<file path="src/rtl/keyword_tokenizer.sv">
// Splits an ASCII byte stream into space-delimited words, classifies each word
// as BEGIN / END / OTHER (case-insensitive) and queues the tokens in a small FIFO.
module keyword_tokenizer #(
    parameter int FIFO_DEPTH = 4,
    parameter int CNT_W      = 16
) (
    input  logic             clk,
    input  logic             reset,
    input  logic [7:0]       in,
    input  logic             in_valid,
    input  logic             eos,
    input  logic             tok_ready,
    output logic             tok_valid,
    output logic [1:0]       tok_type,
    output logic [CNT_W-1:0] word_cnt,
    output logic             overflow
);

    localparam int AW = $clog2(FIFO_DEPTH);

    typedef enum logic [3:0] {
        IDLE, B1, B2, B3, B4, BK, E1, E2, EK, OTH
    } state_t;

    state_t state, after_state, next_state;

    logic [7:0]  lc;
    logic        is_space;
    logic        word_byte;
    logic        terminate;
    logic [1:0]  push_type;
    logic        push;
    logic        pop;
    logic        full;
    logic        empty;
    logic [AW:0] wr_ptr;
    logic [AW:0] rd_ptr;
    logic [1:0]  mem [FIFO_DEPTH];

    always_ff @(posedge clk or posedge reset) begin
        if (reset) begin
            state <= IDLE;
        end else begin
            state <= next_state;
        end
    end

    // A non-space byte advances the FSM first; the terminator then sees the resulting state.
    always_comb begin
        lc          = in | 8'h20;
        is_space    = (in == 8'd32);
        word_byte   = in_valid && !is_space;
        after_state = state;
        if (word_byte) begin
            case (state)
                IDLE:    after_state = (lc == 8'h62) ? B1 : ((lc == 8'h65) ? E1 : OTH);
                B1:      after_state = (lc == 8'h65) ? B2 : OTH;
                B2:      after_state = (lc == 8'h67) ? B3 : OTH;
                B3:      after_state = (lc == 8'h69) ? B4 : OTH;
                B4:      after_state = (lc == 8'h6e) ? BK : OTH;
                E1:      after_state = (lc == 8'h6e) ? E2 : OTH;
                E2:      after_state = (lc == 8'h64) ? EK : OTH;
                default: after_state = OTH;
            endcase
        end
        terminate  = (after_state != IDLE) && ((in_valid && is_space) || eos);
        push_type  = (after_state == BK) ? 2'b01 : ((after_state == EK) ? 2'b10 : 2'b11);
        next_state = terminate ? IDLE : after_state;
    end

    always_comb begin
        empty     = (wr_ptr == rd_ptr);
        full      = (wr_ptr[AW] != rd_ptr[AW]) && (wr_ptr[AW-1:0] == rd_ptr[AW-1:0]);
        pop       = !empty && tok_ready;
        push      = terminate && (!full || pop);
        tok_valid = !empty;
        tok_type  = empty ? 2'b00 : mem[rd_ptr[AW-1:0]];
    end

    // A full FIFO with a simultaneous pop frees the head slot, so the push may reuse it.
    always_ff @(posedge clk or posedge reset) begin
        if (reset) begin
            wr_ptr   <= '0;
            rd_ptr   <= '0;
            word_cnt <= '0;
            overflow <= 1'b0;
            for (int i = 0; i < FIFO_DEPTH; i++) begin
                mem[i] <= 2'b00;
            end
        end else begin
            if (push) begin
                mem[wr_ptr[AW-1:0]] <= push_type;
                wr_ptr              <= wr_ptr + (AW+1)'(1);
            end
            if (pop) begin
                rd_ptr <= rd_ptr + (AW+1)'(1);
            end
            if (terminate && full && !pop) begin
                overflow <= 1'b1;
            end
            if (terminate && (word_cnt != '1)) begin
                word_cnt <= word_cnt + CNT_W'(1);
            end
        end
    end

endmodule

</file>
<file path="config.mk">
export PLATFORM = sky130hd
export DESIGN_NAME = keyword_tokenizer
export DESIGN_NICKNAME = d
export VERILOG_FILES = /design/src/rtl/keyword_tokenizer.sv
export SDC_FILE = /design/constraint.sdc
export NUM_CORES = 1
export LEC_CHECK = 0
export ABC_AREA = 1
export CAP_MARGIN = 10
export CORE_ASPECT_RATIO = 1.25
export CORE_UTILIZATION = 52
export DETAILED_ROUTE_END_ITERATION = 16
export GPL_TIMING_DRIVEN = 0
export PLACE_DENSITY = 0.84
export SLEW_MARGIN = 15
export SYNTH_ARGS = -nofsm -noshare
export SYNTH_HDL_FRONTEND = slang
export SYNTH_SLANG_ARGS = --single-unit
</file>
<file path="constraint.sdc">
create_clock -name clk -period 3.5 [get_ports clk]
set_input_delay 0.7 -clock clk [delete_from_list [all_inputs] [get_ports clk]]
set_output_delay 0.7 -clock clk [all_outputs]
set_load 0.005 [all_outputs]
</file>
Yosys cells after proc, flatten, opt, wreduce, memory -nomap -nowiden
Cells that the tools add are included.
{ "word_totals": {"reg_bits": 35, "inputBits": 13, "out_inout_bits": 20} }
{ "classes": {"n_addsub": 3, "n_lt_le_gt_ge": 3, "eq_ne": 19, "mux": 20, "n_bitwise": 2, "reduce_logical": 18} }
{ "ops": {"columns": ["op", "count"], "rows": [
  ["$eq 7x6->1 const B", 6],
  ["$mux 4", 9],
  ["$pmux 4 s7", 1],
  ["$add 16x1->16 const B", 1],
  ["$eq 4x3->1 const B", 4],
  ["$ne 16x16->1 const B", 1],
  ["$logic_and 1x1->1", 10],
  ["$mux 2", 5],
  ["$bwmux 8", 1],
  ["$eq 4x2->1 const B", 2],
  ["$eq 8x6->1 const B", 1],
  ["$add 3x1->3 const B", 2],
  ["$ge 3x3->1 const B", 2],
  ["$not 2->3", 2],
  ["$bmux 2 s2", 1],
  ["$demux 2 s2", 1],
  ["$eq 4x1->1 const B", 1],
  ["$eq 4x4->1 const B", 1],
  ["$logic_not 1->1", 4],
  ["$logic_not 4->1", 1],
  ["$reduce_bool 4->1", 1],
  ["$eq 3x3->1", 1],
  ["$lt 3x1->1 const B", 1],
  ["$eq 2x2->1", 1],
  ["3 further kinds", 5]
]} }

Logic depth before layout (Yosys ltp)
Gate-level depths: netlist (run 1).
{ "logic_depth": {"ltp_word": 9, "mapped_depth": 17} }

Worst setup path before layout (run 1)
OpenSTA, ideal clock, no wires.
{ "synth_timing": {"path_kind": "input to register", "startpoint": "in in[4]", "endpoint": "reg word_cnt[0]", "arrival_time_ps": 1931, "slack_ps": 1451, "path_stages": 15, "n_path_buf": 1, "cell_sequence": "inv_1 nand2_2 nor2_4 nand2_1 nand2_1 nand2_1 nor2_2 nand2_1 nand2_2 nand2_1 nor2_2 nor2_4 buf_4 nand3_1 nand2_1"} }
{ "synth_between": {"elab_chain_len": 8, "word_cells_on_any_way": 24, "classes_between": "7 x eq/ne; 10 x mux; 7 x reduce/logical"} }
{ "synth_lines": {"columns": ["item", "line_no", "text"], "rows": [
  ["start, declared", "9", "input logic [7:0] in,"],
  ["$eq 7x6->1", "56, 57", null],
  ["$mux 4 (2 in a row)", "56", "IDLE: after_state = (lc == 8'h62) ? B1 : ((lc == 8'h65) ? E1 : OTH);"],
  ["$pmux 4 s7", "55", "case (state)"],
  ["$mux 4", "54", "if (word_byte) begin"],
  ["$reduce_bool 4->1", "66", "terminate = (after_state != IDLE) && ((in_valid && is_space) || eos);"],
  ["$logic_and 1x1->1 (*)", "66", null],
  ["$logic_and 1x1->1 (*)", "101", "if (terminate && (word_cnt != '1)) begin"],
  ["end signal, assigned", "102", "word_cnt <= word_cnt + CNT_W'(1);"],
  ["end, declared", "15", "output logic [CNT_W-1:0] word_cnt,"]
]} }
Mark *: on every way between the ends. The rest lies on a longest branch, timed or not.
A chain may end at the register's enable or synchronous reset.

Worst setup path after layout (run 1)
{ "layout_timing": {"startpoint": "reg rd_ptr[0]", "endpoint": "out tok_type[1]"} }
{ "layout_between": {"elab_chain_len": 5, "word_cells_on_any_way": 6, "classes_between": "1 x eq/ne; 4 x mux; 1 x bitwise"} }
{ "layout_lines": {"columns": ["item", "line_no", "text"], "rows": [
  ["start, declared", "37", "logic [AW:0] rd_ptr;"],
  ["start signal, assigned", "96", "rd_ptr <= rd_ptr + (AW+1)'(1);"],
  ["$not 2->3 (implied by the code)", "77", "tok_type = empty ? 2'b00 : mem[rd_ptr[AW-1:0]];"],
  ["$bmux 2 s2", "77", null],
  ["$mux 2 (implied by the code) (2 in a row)", "77", null],
  ["$mux 2 (*)", "77", null],
  ["end, declared", "14", "output logic [1:0] tok_type,"]
]} }
Mark *: on every way between the ends. The rest lies on a longest branch, timed or not. The select of a mux whose other input is x is not followed.

==> results of run 1 <==
power breakdown:
part           switching [W]  total (W)  internal [W]
logic               0.000385   0.000722      0.000337
registers           0.000127   0.000652      0.000524
clock network       0.000155   0.000440      0.000284
total               0.000667    0.00181       0.00115
flip-flops by register name (all words and copies together) (netlist names):
| register | cells |
|---|---|
| wr_ptr | 3 |
| mem | 8 |
| rd_ptr | 3 |
| state | 4 |
| word_cnt | 16 |
| overflow | 1 |
through the flow:
| stage | worst slack (ns) | power (W) |
|---|---|---|
| after global routing | 0.842 | 0.00194 |
| after CTS | 1.03 | 0.00182 |
| after global placement | 0.837 | 0.00134 |
| final | 1.03 | 0.00181 |
| after detailed placement | 0.776 | 0.00137 |
| after floorplan | 1.45 | 0.00110 |
cells in the final DEF, fill, tap and decap left out, drive strengths merged, types with 2 or more instances in the layout:
cell             n
clkdlybuf4s50   32
o21ai            6
o22ai            2
a21oi            5
nor2            41
xnor2           12
nor3             4
xor2             8
dfrtp           35
clkbuf           7
nand4           15
nand2          116
ha               6
bufinv           2
nand3           41
inv             35
buf              4
layout make-up:
class	count	area, um^2
buffer	6	41.3
clock buffer	5	68.8
clock inverter	3	67.6
fill	339	1330
inverter	35	131
multi-input combinational	259	1290
sequential	35	876
tap	56	70.1
timing repair buffer	32	320
worst paths after layout:
path	from	endpoint	slack, ns	cells after the start
min in group asynchronous	reset	word_cnt[4]	0.85	2
max reg2reg	word_cnt[0]	word_cnt[9]	1.28	9
min	mem[2]	mem[2]	0.49	2
min reg2reg	mem[2]	mem[2]	0.49	2
max in group asynchronous	reset	rd_ptr[2]	2.17	2
max	rd_ptr[0]	tok_type[1]	1.03	6
per-layer routing:
layer	GRT usage, %	up-vias	part of all wire, %
met1	29.3	1036	41
li1	-	1150	-
met3	4.05	11	3.1
met5	0	-	0
met2	42.9	58	53
met4	10.4	0	2.6
critical path, cell delays in order, from the launching register on:
cell and delay, ns:
sky130_fd_sc_hd__dfrtp_1 0.47, sky130_fd_sc_hd__inv_1 0.18, sky130_fd_sc_hd__nor2_1 0.05, sky130_fd_sc_hd__o22ai_1 0.17, sky130_fd_sc_hd__nand2_1 0.07, sky130_fd_sc_hd__inv_1 0.05
sky130_fd_sc_hd__clkdlybuf4s50_1 0.49
logic make-up after synthesis:
kind of cell / after synthesis / synth area share, %
buffers and inverters: 41 / 7.37
adder cells (fa/ha/maj): 6 / 3.21
XOR/XNOR: 20 / 7.48
AND/OR/NAND/NOR: 219 / 41.3
AO/OA/AOI/OAI: 14 / 3.21
flip-flops: 35 / 37.4
==> flow_results.org, run 1 <==
** Global route
- The number of antenna violations at the first check in global routing is 0.
- Global-route wire length before repair :: 8960 um
- The number of global-route vias before repair was 2165.
- Entering global routing, the biggest net connects 36 pins.
- Grt ovf :: 0
- For this run, the total global-route usage over all layers was measured as 24.9%.

** Floorplanning
- The total area inside the core boundary comes to 0.00420 mm^2.
- The die is 62.0 um wide.
- Total number of placement rows :: 26
- From bottom edge to top edge, the die measures 77.0 um.
- 33 I/O pins were placed.
- Initial Util :: 55.8%
- The die covers 0.00478 mm^2.

** Synth
- Post-synthesis cell area :: 0.00234 mm^2
- In the synthesized netlist the async set-or-reset flop fraction comes to 100%.
- Share of the synthesized area in the top cell type :: 37.4%
- The number of different library cells used by synthesis comes to 25.
- Counting every net in the synthesized netlist gives 354.
- sky130_fd_sc_hd__dfrtp_1 takes more of the synthesized area than any other cell.
- Yosys printed 0 warnings.
- After synthesis, the cell types taking the most area are sky130_fd_sc_hd__dfrtp_1 (37%), sky130_fd_sc_hd__nand2_1 (18%), sky130_fd_sc_hd__nand3_1 (8.8%).
- In the synthesized netlist, the number of instances is 335.
- For this run, the leading register cell type out of synthesis is sky130_fd_sc_hd__dfrtp_1.
- FF+latch count, synth :: 35
- List of most frequent post-synthesis cells :: sky130_fd_sc_hd__nand2_1 (111), sky130_fd_sc_hd__nand3_1 (41), sky130_fd_sc_hd__nor2_1 (36)
- sky130_fd_sc_hd__nand2_1 is the most common cell in the netlist.
- Sequential fraction of the synthesis area :: 37.4%
- EDFF count, synth :: 0
- The average instance in the mapped netlist occupies 6.99 um^2.

** Setup path
- STA classifies the critical path startpoint as a flop.
- In this run the worst path has a maximum fanout of 7.
- Data required, critical path :: 2.80 ns
- STA puts the critical path data arrival time at 1.77 ns.
- The worst setup path is captured at an output port.
- Type of the worst setup path :: flop to output port

** Routing
- Post-detailed-route via-to-cell ratio :: 5.23
- Initial drt markers :: 114
- For this run, design rule violations remaining after detail routing come to 0.
- For this block, the via count after detailed routing is 2255.
- Final wirelength :: 5290 um
- Wire length per cell :: 12.3 um
- First drt pass iteration count :: 4
- Post-detailed-route count of antenna-violating nets :: 0

** Clock tree
- The clock passes through at most 2 buffers.
- Number of hold-repair buffers added at the cts stage :: 0
- Clock tree from TritonCTS :: done
- Clk Latency, worst-skew pair :: 0.29 ns
- Post-CTS timing repair inserted 0 buffers for setup.
- After clock tree synthesis, the repair step resized 0 gates.
- CTS buffer count :: 5
- The root buffer cell chosen for the clock tree is sky130_fd_sc_hd__clkbuf_8.
- H-Tree Level Count :: 2
- The clock drives 35 sinks.
- Clock transition at path regs :: 0.08 ns

** STA
- Dividing the final minimum period by the clock period gives 70.5%.
- The final-report hold violation count is 0.
- Relative slew slack :: 51.4%
- Setup repair after global routing left no endpoint under its margin.
- Setup total negative slack :: 0 ns
- For this run, the top clock speed supported by timing is 0.405 GHz.
- Worst clock skew on the final layout :: 0.0123 ns
- The smallest clock period supported by the final layout is computed as 2.47 ns.
- Worst hold slack :: 0.490 ns
- At the pin with the least slew margin, the transition time is 0.728 ns.
- Max-slew violations :: 0
- Setup violations remaining at the end of the flow were counted as 0.

** Power
- For this design the ratio of total power to cell area is 632 mW/mm^2.
- Standby leakage power :: 1.42 nW
- The worst-case IR drop observed on VDD is 0.305 mV.

** Placement
- In this run the cell area measured after placement is 0.00273 mm^2.
- Final estimated routing congestion in global placement :: 0.870
- Count of input and output buffers :: 32
- Post-detail-place hpwl :: 3940 um
- After detailed placement, the design holds a cell count of 423.

** Min path
- The path class of the tightest hold or removal check is flop to flop.

** Layout
- Net count of the finished layout :: 393
- Compared with the post-synthesis result, the final layout area differs by 22.5%.
- 0 antenna diodes ended up in the layout.
- Cells with a size suffix above 1 make up 8.00% of the layout.
- Post-route core utilization :: 68.4%
- Non-Filler Cell Area, Final :: 0.00287 mm^2
- Once layout is complete, the cells apart from fillers number 431.

** Status
- The run finished with clean final reports.

** Run
- Max-cap violations in this run came to 0.
(Power assumes the default switching activity.)
==> run 2, diff against run 1 <==
CORE_UTILIZATION = 49   (was 52)
PLACE_DENSITY = 0.83   (was 0.84)
clock period = 2.1 ns   (was 3.5 ns; I/O delays follow)
==> run 2 against run 1 <==
Against the previous run: the run now ends with negative setup slack left; wire length is 8.3% higher; design area increased by 4.4%; critical path depth grew 10; flip-flop and latch count unchanged; total power increased by 70%; register-to-register slack worse by 1.2 ns; sequential power increased by 72%; worst hold slack improved by 0.0024 ns; die area increased by 5.9%; sequential share of layout area down 1.1 points; global-route usage fell by 0.53 points.
==> flow_results.org, run 2 (synthesis results as in run 1) <==
** STA
- Counting I/O delays and the setup requirement, the final critical path takes 2.13 ns.
- The number of setup violations in the final report is 1 (was 0).
- Relative slew slack :: 52.2% (was 51.4%)
- The final-report hold violation count is 0 (unchanged).
- Max-slew violations :: 0 (unchanged)
- Actual slew at the worst max-slew pin :: 0.716 ns (was 0.728 ns)
- Based on the critical path, the design can be clocked at up to 0.470 GHz.
- Final Worst Setup Slack :: -0.0265 ns (was 1.03 ns)
- RSZ-0062 raised after global routing: yes (was no).
- Worst clock skew on the final layout :: 0.00871 ns (was 0.0123 ns)
- Final Cycle Share :: 101%

** Floorplanning
- The die area was 0.00506 mm^2 (was 0.00478 mm^2).
- Placeable Area :: 0.00449 mm^2 (was 0.00420 mm^2)
- The initial core utilization was 52.1% (was 55.8%).
- Horizontal extent of the die :: 63.8 um (was 62.0 um)
- The floorplan die height is 79.3 um (was 77.0 um).
- I/O pin count :: 33 (unchanged)
- The number of cell rows was 27 (was 26).

** Setup path
- Data required, critical path :: 2.33 ns (was 2.80 ns)
- The register-to-register setup slack was 0.05 ns (was 1.28 ns).
- Type of the worst setup path :: primary input to flop (was flop to output port)
- The type of element launching the critical path is a primary input (was flop).
- Crit end category :: flop (was output port)
- The maximum fanout count along the critical path is 10 (was 7).
- Arrival time reported for the critical path endpoint :: 2.36 ns (was 1.77 ns)

** Global route
- Via count of the first global-routing pass :: 2228 (was 2165)
- Global-route wire length before repair :: 9650 um (was 8960 um)
- The global-route usage over all layers came to 24.4% (was 24.9%).
- Antenna violations before repair :: 0 (unchanged)
- Pin count of the biggest net entering global routing :: 36 (unchanged)
- The aggregate global routing overflow came to 0 (unchanged).

** Placement
- Post-detail-place hpwl :: 3960 um (was 3940 um)
- Count of input and output buffers :: 32 (unchanged)
- Placement-stage worst setup slack :: -0.335 ns (was 0.776 ns)
- The global placer's final weighted congestion came to 0.845 (was 0.870).

** Power
- Internal power of the cells :: 0.00191 W (was 0.00115 W)
- Final Power :: 0.00308 W (was 0.00181 W)
- Clock network fraction of design power :: 20.5% (was 24.2%)
- The switching fraction of total power is 37.9% (was 36.8%).
- The highest ir drop seen on vdd came to 0.517 mV (was 0.305 mV).
- The part of the total power dissipated in combinational logic is 43.2% (was 39.8%).
- Switching power of the nets :: 0.00117 W (was 0.000667 W)
- Power density over the cells :: 1030 mW/mm^2 (was 632 mW/mm^2)
- The static leakage came to 1.49 nW (was 1.42 nW).
- Seq pwr share :: 36.3% (was 35.9%)

** Clock tree
- Number of hold-repair buffers added at the cts stage :: 0 (unchanged)
- The clock-pin slew on the worst setup and hold paths was 0.08 ns (about the same).
- The CTS tree was done (unchanged).
- The clock buffer count from CTS is 5 (unchanged).
- Clock sink count :: 35 (unchanged)
- Clk Latency, worst-skew pair :: 0.29 ns (about the same)
- The buffer cell driving the clock tree root was sky130_fd_sc_hd__clkbuf_8 (unchanged).
- The number of buffers on the longest clock path is 2 (unchanged).
- The count of H-tree levels built during CTS was 2 (unchanged).

** Routing
- The number of violations reported at the end of detailed-routing iteration 0 came to 94 (was 114).
- Final wirelength :: 5730 um (was 5290 um)
- The vias per cell is 5.41 (was 5.23).
- The remaining antenna violation count after routing is 0 (unchanged).
- The via count of the routed design came to 2362 (was 2255).
- Wire length per cell :: 13.1 um (was 12.3 um)
- First drt pass iteration count :: 4 (unchanged)
- DRC viols :: 0 (unchanged)

** Layout
- The total inserted antenna cells came to 0 (unchanged).
- The register containing the most flip-flops in the final layout is word_cnt (unchanged).
- Flip-flop count of the largest register, all copies and words added :: 16 (unchanged)
- Most frequent cells in the layout: sky130_fd_sc_hd__nand2_1 (105), sky130_fd_sc_hd__nand3_1 (40), sky130_fd_sc_hd__nor2_1 (32) (was sky130_fd_sc_hd__nand2_1 (111), sky130_fd_sc_hd__nand3_1 (41), sky130_fd_sc_hd__nor2_1 (36)).
- Area grow syn2layout :: 27.9% (was 22.5%)
- The most common cell after layout, fill and taps aside is sky130_fd_sc_hd__nand2_1 (unchanged).
- Filler Cell Count :: 374 (was 339)
- Proportion of layout cells with a drive suffix above 1 :: 15.0% (was 8.00%)
- Net count of the finished layout :: 397 (was 393)
- Largest registers in the final layout: word_cnt x16, mem x8, state x4 (unchanged).

** Run
- Maximum capacitance violations :: 0 (unchanged)

** Min path
- Hold Crit Class :: flop to flop (unchanged)

** Status
- The checks that failed: negative setup slack.
- Run status: finished, violations left (was finished, final reports clean).
## run 2: cell count changes in the layout (fill, tap and decap cells not counted), sizes merged, moves of 3 or more
cell	before	now
dlymetal6s2s	0	3
buf	4	7
dlygate4sd2	0	4
clkdlybuf4s50	32	25
## run 2: final cells by class
type	instances	area (um^2)	area share (%)
clock inverter	2	35.0	1.17
multi-input combinational	260	1400	46.6
inverter	35	131	4.39
timing repair buffer	36	353	11.8
sequential	35	881	29.4
buffer	5	45.0	1.50
clock buffer	6	82.6	2.76
tap	58	72.6	2.42
## run 2: per-layer routing
metal | wire length (um) | GRT usage, %
met1 | 2290 | 27.2
met2 | 3040 | 44.8
met3 | 277 | 4.31
met4 | 131 | 10.7
met5 | 0 | 0
## run 2: power by group through the flow
stage | Combinational (W) | Sequential (W) | Clock (W)
2_1_floorplan | 0.000797 | 0.00104 | 0
3_3_place_gp | 0.00115 | 0.00108 | 0
3_5_place_dp | 0.00119 | 0.00108 | 0
4_1_cts | 0.00125 | 0.00109 | 0.000638
5_1_grt | 0.00149 | 0.00115 | 0.000669
6_report | 0.00133 | 0.00112 | 0.000631
## run 2: what timing repair did
item,4_1_cts,5_1_grt
setup buffers,1,5
setup endpoints to repair,25,35
resized for setup,16,24
pin swaps,4,10
gates cloned,2,0
## run 2: metrics by stage
step / cell area (um^2) / TNS [ns] / std cells / util [%] / hold slack, ns
6_report: 3000 / -0.0265 / 437 / 66.7 / 0.493
5_1_grt: 3000 / -2.63 / 437 / 66.7 / 0.513
4_1_cts: 2890 / -0.00255 / 435 / 64.4 / 0.488
3_5_place_dp: 2740 / -9.58 / 425 / 60.9 / 0.472
3_3_place_gp: 2740 / -8.14 / 425 / 60.9 / 0.467
2_1_floorplan: 2340 / 0 / 335 / - / 0.444
## run 2: worst paths after layout
kind | start | end | cells past startpoint
min in group asynchronous | reset | state[1] | 2
max in group asynchronous | reset | wr_ptr[0] | 2
setup / recovery | in[5] | mem[7] | 16
setup reg to reg | state[3] | mem[7] | 14
hold reg to reg | mem[2] | mem[2] | 2
hold / removal | mem[2] | mem[2] | 2
## run 2: critical path, stage by stage
cell and delay (ns):
sky130_fd_sc_hd__clkdlybuf4s50_1 0.46, sky130_fd_sc_hd__nand2_1 0.05, sky130_fd_sc_hd__nor2_1 0.12, sky130_fd_sc_hd__nand2_2 0.09, sky130_fd_sc_hd__nand2_2 0.09, sky130_fd_sc_hd__inv_2 0.06, sky130_fd_sc_hd__nand2_1 0.05, sky130_fd_sc_hd__nand2_1 0.08
sky130_fd_sc_hd__nand2_2 0.11, sky130_fd_sc_hd__inv_2 0.05, sky130_fd_sc_hd__nand2_2 0.07, sky130_fd_sc_hd__nor2_2 0.05, sky130_fd_sc_hd__nor2_4 0.24, sky130_fd_sc_hd__buf_6 0.20, sky130_fd_sc_hd__nand4_1 0.12, sky130_fd_sc_hd__nand2_1 0.09
==> run 3, diff against run 2 <==
CORE_UTILIZATION = 40   (was 49)
PLACE_DENSITY = 0.71   (was 0.83)
==> run 3 against run 2 <==
Against the previous run: the flow still finishes with violations (negative setup slack); wire length is 4.9% lower; total power is 6.8% lower; global-route usage is 5.8 points lower; core utilization is 13 points lower; design area is 0.50% lower.
==> flow_results.org, run 3 (synthesis results as in run 1) <==
** Status
- Run status: finished, violations left (unchanged).
- Failing checks: negative setup slack (unchanged).

** STA
- The worst clock skew is 0.0102 ns (was 0.00871 ns).
- RSZ-0062 raised after global routing :: yes (unchanged)
- The maximum clock rate was 0.468 GHz (was 0.470 GHz).
- Final worst path period need :: 2.14 ns (was 2.13 ns)
- The worst setup slack after layout was -0.0368 ns (was -0.0265 ns).
- The slew at the pin closest to its max-slew limit is 0.727 ns (was 0.716 ns).
- Relative slew slack :: 51.5% (was 52.2%)
- The total count of max-transition violations in the final report was 0 (unchanged).
- Final Cycle Share :: 102% (was 101%)
- Final number of hold-violating endpoints :: 0 (unchanged)
- Setup Viol. Count Final :: 18 (was 1)

** Layout
- Filler Cell Count :: 537 (was 374)
- The core utilization of the finished layout is 54.0% (was 66.7%).
- Most frequent cells in the layout: sky130_fd_sc_hd__nand2_1 (104), sky130_fd_sc_hd__nand3_1 (40), sky130_fd_sc_hd__nor2_1 (33) (was sky130_fd_sc_hd__nand2_1 (105), sky130_fd_sc_hd__nand3_1 (40), sky130_fd_sc_hd__nor2_1 (32)).
- Largest registers in the final layout: word_cnt x16, mem x8, state x4 (unchanged).
- The share of cells above drive strength 1 was 15.0% (about the same).
- Flip-flop count of the largest register, all copies and words added :: 16 (unchanged)
- The layout overhead on the synthesized area came to 27.2% (was 27.9%).
- Number of inserted diodes :: 0 (unchanged)
- The most common cell after layout, fill and taps aside is sky130_fd_sc_hd__nand2_1 (unchanged).
- The net total in the final layout was 399 (was 397).
- The register containing the most flip-flops in the final layout is word_cnt (unchanged).

** Routing
- The average routed wire per standard cell was 12.3 um (was 13.1 um).
- Post-detailed-route via-to-cell ratio :: 5.08 (was 5.41)
- Initial drt markers :: 130 (was 94)
- DR vias :: 2259 (was 2362)
- Post-detailed-route count of antenna-violating nets :: 0 (unchanged)
- Final wirelength :: 5450 um (was 5730 um)
- DRC viols :: 0 (unchanged)
- First drt pass iteration count :: 4 (unchanged)

** Clock tree
- H-Tree Level Count :: 2 (unchanged)
- The number of buffers on the longest clock path was 2 (unchanged).
- CTS buffer count :: 5 (unchanged)
- The number of sinks handled by clock tree synthesis was 35 (unchanged).
- The buffer cell driving the clock tree root is sky130_fd_sc_hd__clkbuf_8 (unchanged).
- The latest clock arrival within the worst-skew pair came to 0.29 ns (about the same).
- Clock tree from TritonCTS :: done (unchanged)
- The number of hold buffers added after CTS came to 0 (unchanged).
- Clock transition at path regs :: 0.07 ns (was 0.08 ns)

** Power
- The static leakage is 1.48 nW (was 1.49 nW).
- The cell area power density is 963 mW/mm^2 (was 1030 mW/mm^2).
- The highest ir drop seen on vdd came to 0.519 mV (was 0.517 mV).

** Setup path
- Delay of the slowest critical-path stage :: 0.50 ns (was 0.46 ns)
- Data required, critical path :: 2.27 ns (was 2.33 ns)
- Total buffers and inverters traversed by the critical path :: 4 (unchanged)
- The data arrival time of the critical path came to 2.31 ns (was 2.36 ns).
- Crit end category :: flop (unchanged)
- The top cell family by delay on the critical path is simple AND/OR/NAND/NOR gates (unchanged).
- The type of element launching the critical path is a primary input (unchanged).
- The maximum fanout count along the critical path came to 7 (was 10).
- Crit-path cells: clkdlybuf4s50_1, inv_2, nor2_4, nand2_2, nand2_2, nor2_1, nor2_1, nand2_1, nand2_2, nand2_1, nor2_2, nor2_4, buf_12, buf_2, nand3_1, nand2_1 (was clkdlybuf4s50_1, nand2_1, nor2_1, nand2_2, nand2_2, inv_2, nand2_1, nand2_1, nand2_2, inv_2, nand2_2, nor2_2, nor2_4, buf_6, nand4_1, nand2_1).
- Type of the worst setup path :: primary input to flop (unchanged)
- Standard cell with the maximum stage delay on the critical path :: sky130_fd_sc_hd__clkdlybuf4s50_1 (unchanged)

** Floorplanning
- Total Die Area :: 0.00617 mm^2 (was 0.00506 mm^2)
- The floorplan die height is 87.6 um (was 79.3 um).
- The number of cell rows was 30 (was 27).
- Horizontal extent of the die :: 70.4 um (was 63.8 um)
- The floorplan core area was 0.00552 mm^2 (was 0.00449 mm^2).
- The top-level port count was 33 (unchanged).
- Initial Util :: 42.4% (was 52.1%)

** Min path
- Hold Crit Class :: flop to flop (unchanged)

** Global route
- Antenna violations before repair :: 0 (unchanged)
- Via count of the first global-routing pass :: 2206 (was 2228)
- Overall global routing resource usage :: 18.6% (was 24.4%)
- Global-route wire length before repair :: 9270 um (was 9650 um)
- The maximum number of pins on one net before global-route repair is 36 (unchanged).
- The aggregate global routing overflow was 0 (unchanged).

** Placement
- Final estimated routing congestion in global placement :: 0.938 (was 0.845)
- Post-detail-place hpwl :: 3930 um (was 3960 um)
- The number of I/O port buffers was 32 (unchanged).
- Placement-stage worst setup slack :: -0.326 ns (was -0.335 ns)

** Run
- Maximum capacitance violations :: 0 (unchanged)
==> run 3: cell types whose count changed in the layout (fill, tap and decap cells not counted), sizes merged <==
cell,previous run,this run
buf,7,9
bufinv,1,0
clkdlybuf4s50,25,26
clkinvlp,0,1
dlygate4sd2,4,3
==> run 3: layout make-up <==
type,count,area [um^2],area share (%)
repair buffers,38,379,12.7
plain buffers,5,48.8,1.64
flip-flops and latches,35,880,29.5
inverters,35,136,4.58
clock inverters,2,12.5,0.420
well taps,64,80.1,2.69
clock buffers,6,72.6,2.43
multi-input cells,260,1370,46.0
==> run 3: per-layer routing <==
layer | wire (um) | track usage [%] | up-vias
met5 | 0 | 0 | -
met4 | 68 | 6.36 | 0
met3 | 220 | 3.22 | 9
met2 | 2900 | 35.7 | 45
met1 | 2260 | 20.6 | 1041
li1 | - | - | 1164
==> run 3: metrics by stage <==
step | total power [W] | instance area (um^2) | hold WS (ns) | cells | TNS (ns)
floorplan | 0.00184 | 2340 | 0.444 | 335 | 0
CTS | 0.00283 | 2870 | 0.488 | 440 | 0
global route | 0.00313 | 2980 | 0.519 | 445 | -4.56
finish | 0.00287 | 2980 | 0.485 | 445 | -0.229
global placement | 0.00225 | 2740 | 0.471 | 431 | -8.69
detailed placement | 0.00228 | 2740 | 0.468 | 431 | -9.29
==> run 3: power by group <==
part / internal, W / total (W) / leakage [nW] / switching [W]
clock: 0.000232 / 0.000475 / 0.0412 / 0.000243
combinational: 0.000631 / 0.00129 / 0.999 / 0.000662
sequential: 0.000880 / 0.00110 / 0.444 / 0.000224
total: 0.00174 / 0.00287 / 1.48 / 0.00113
==> run 3: worst reg2reg max path, stage by stage, from the launching register on <==
cell and delay [ns]:
sky130_fd_sc_hd__dfrtp_2 0.44, sky130_fd_sc_hd__ha_1 0.22, sky130_fd_sc_hd__nand3_1 0.18, sky130_fd_sc_hd__nor2_2 0.17, sky130_fd_sc_hd__nand3_1 0.14, sky130_fd_sc_hd__nor2_2 0.16
sky130_fd_sc_hd__nand4_4 0.19, sky130_fd_sc_hd__clkbuf_4 0.26, sky130_fd_sc_hd__nand3_1 0.10, sky130_fd_sc_hd__nand2_1 0.05
==> run 3: final timing paths <==
check / slack, ns / depth (start not counted) / from / to
worst max-delay path: -0.04 / 16 / in[6] / word_cnt[0]
worst min-delay path: 0.48 / 2 / mem[3] / mem[3]
worst max register to register: 0.07 / 9 / word_cnt[0] / word_cnt[3]
worst min register to register: 0.48 / 2 / mem[3] / mem[3]
max in group asynchronous: 1.01 / 2 / reset / word_cnt[0]
min in group asynchronous: 0.58 / 2 / reset / word_cnt[6]
==> run 3: repair_timing <==
| action | in CTS | in global routing |
|---|---|---|
| gates cloned | 1 | 1 |
| endpoints found under the hold margin | 0 | 0 |
| gates resized for setup | 15 | 23 |
| setup endpoints to repair | 20 | 34 |
| buffers inserted | 1 | 4 |
| pin swaps | 0 | 8 |
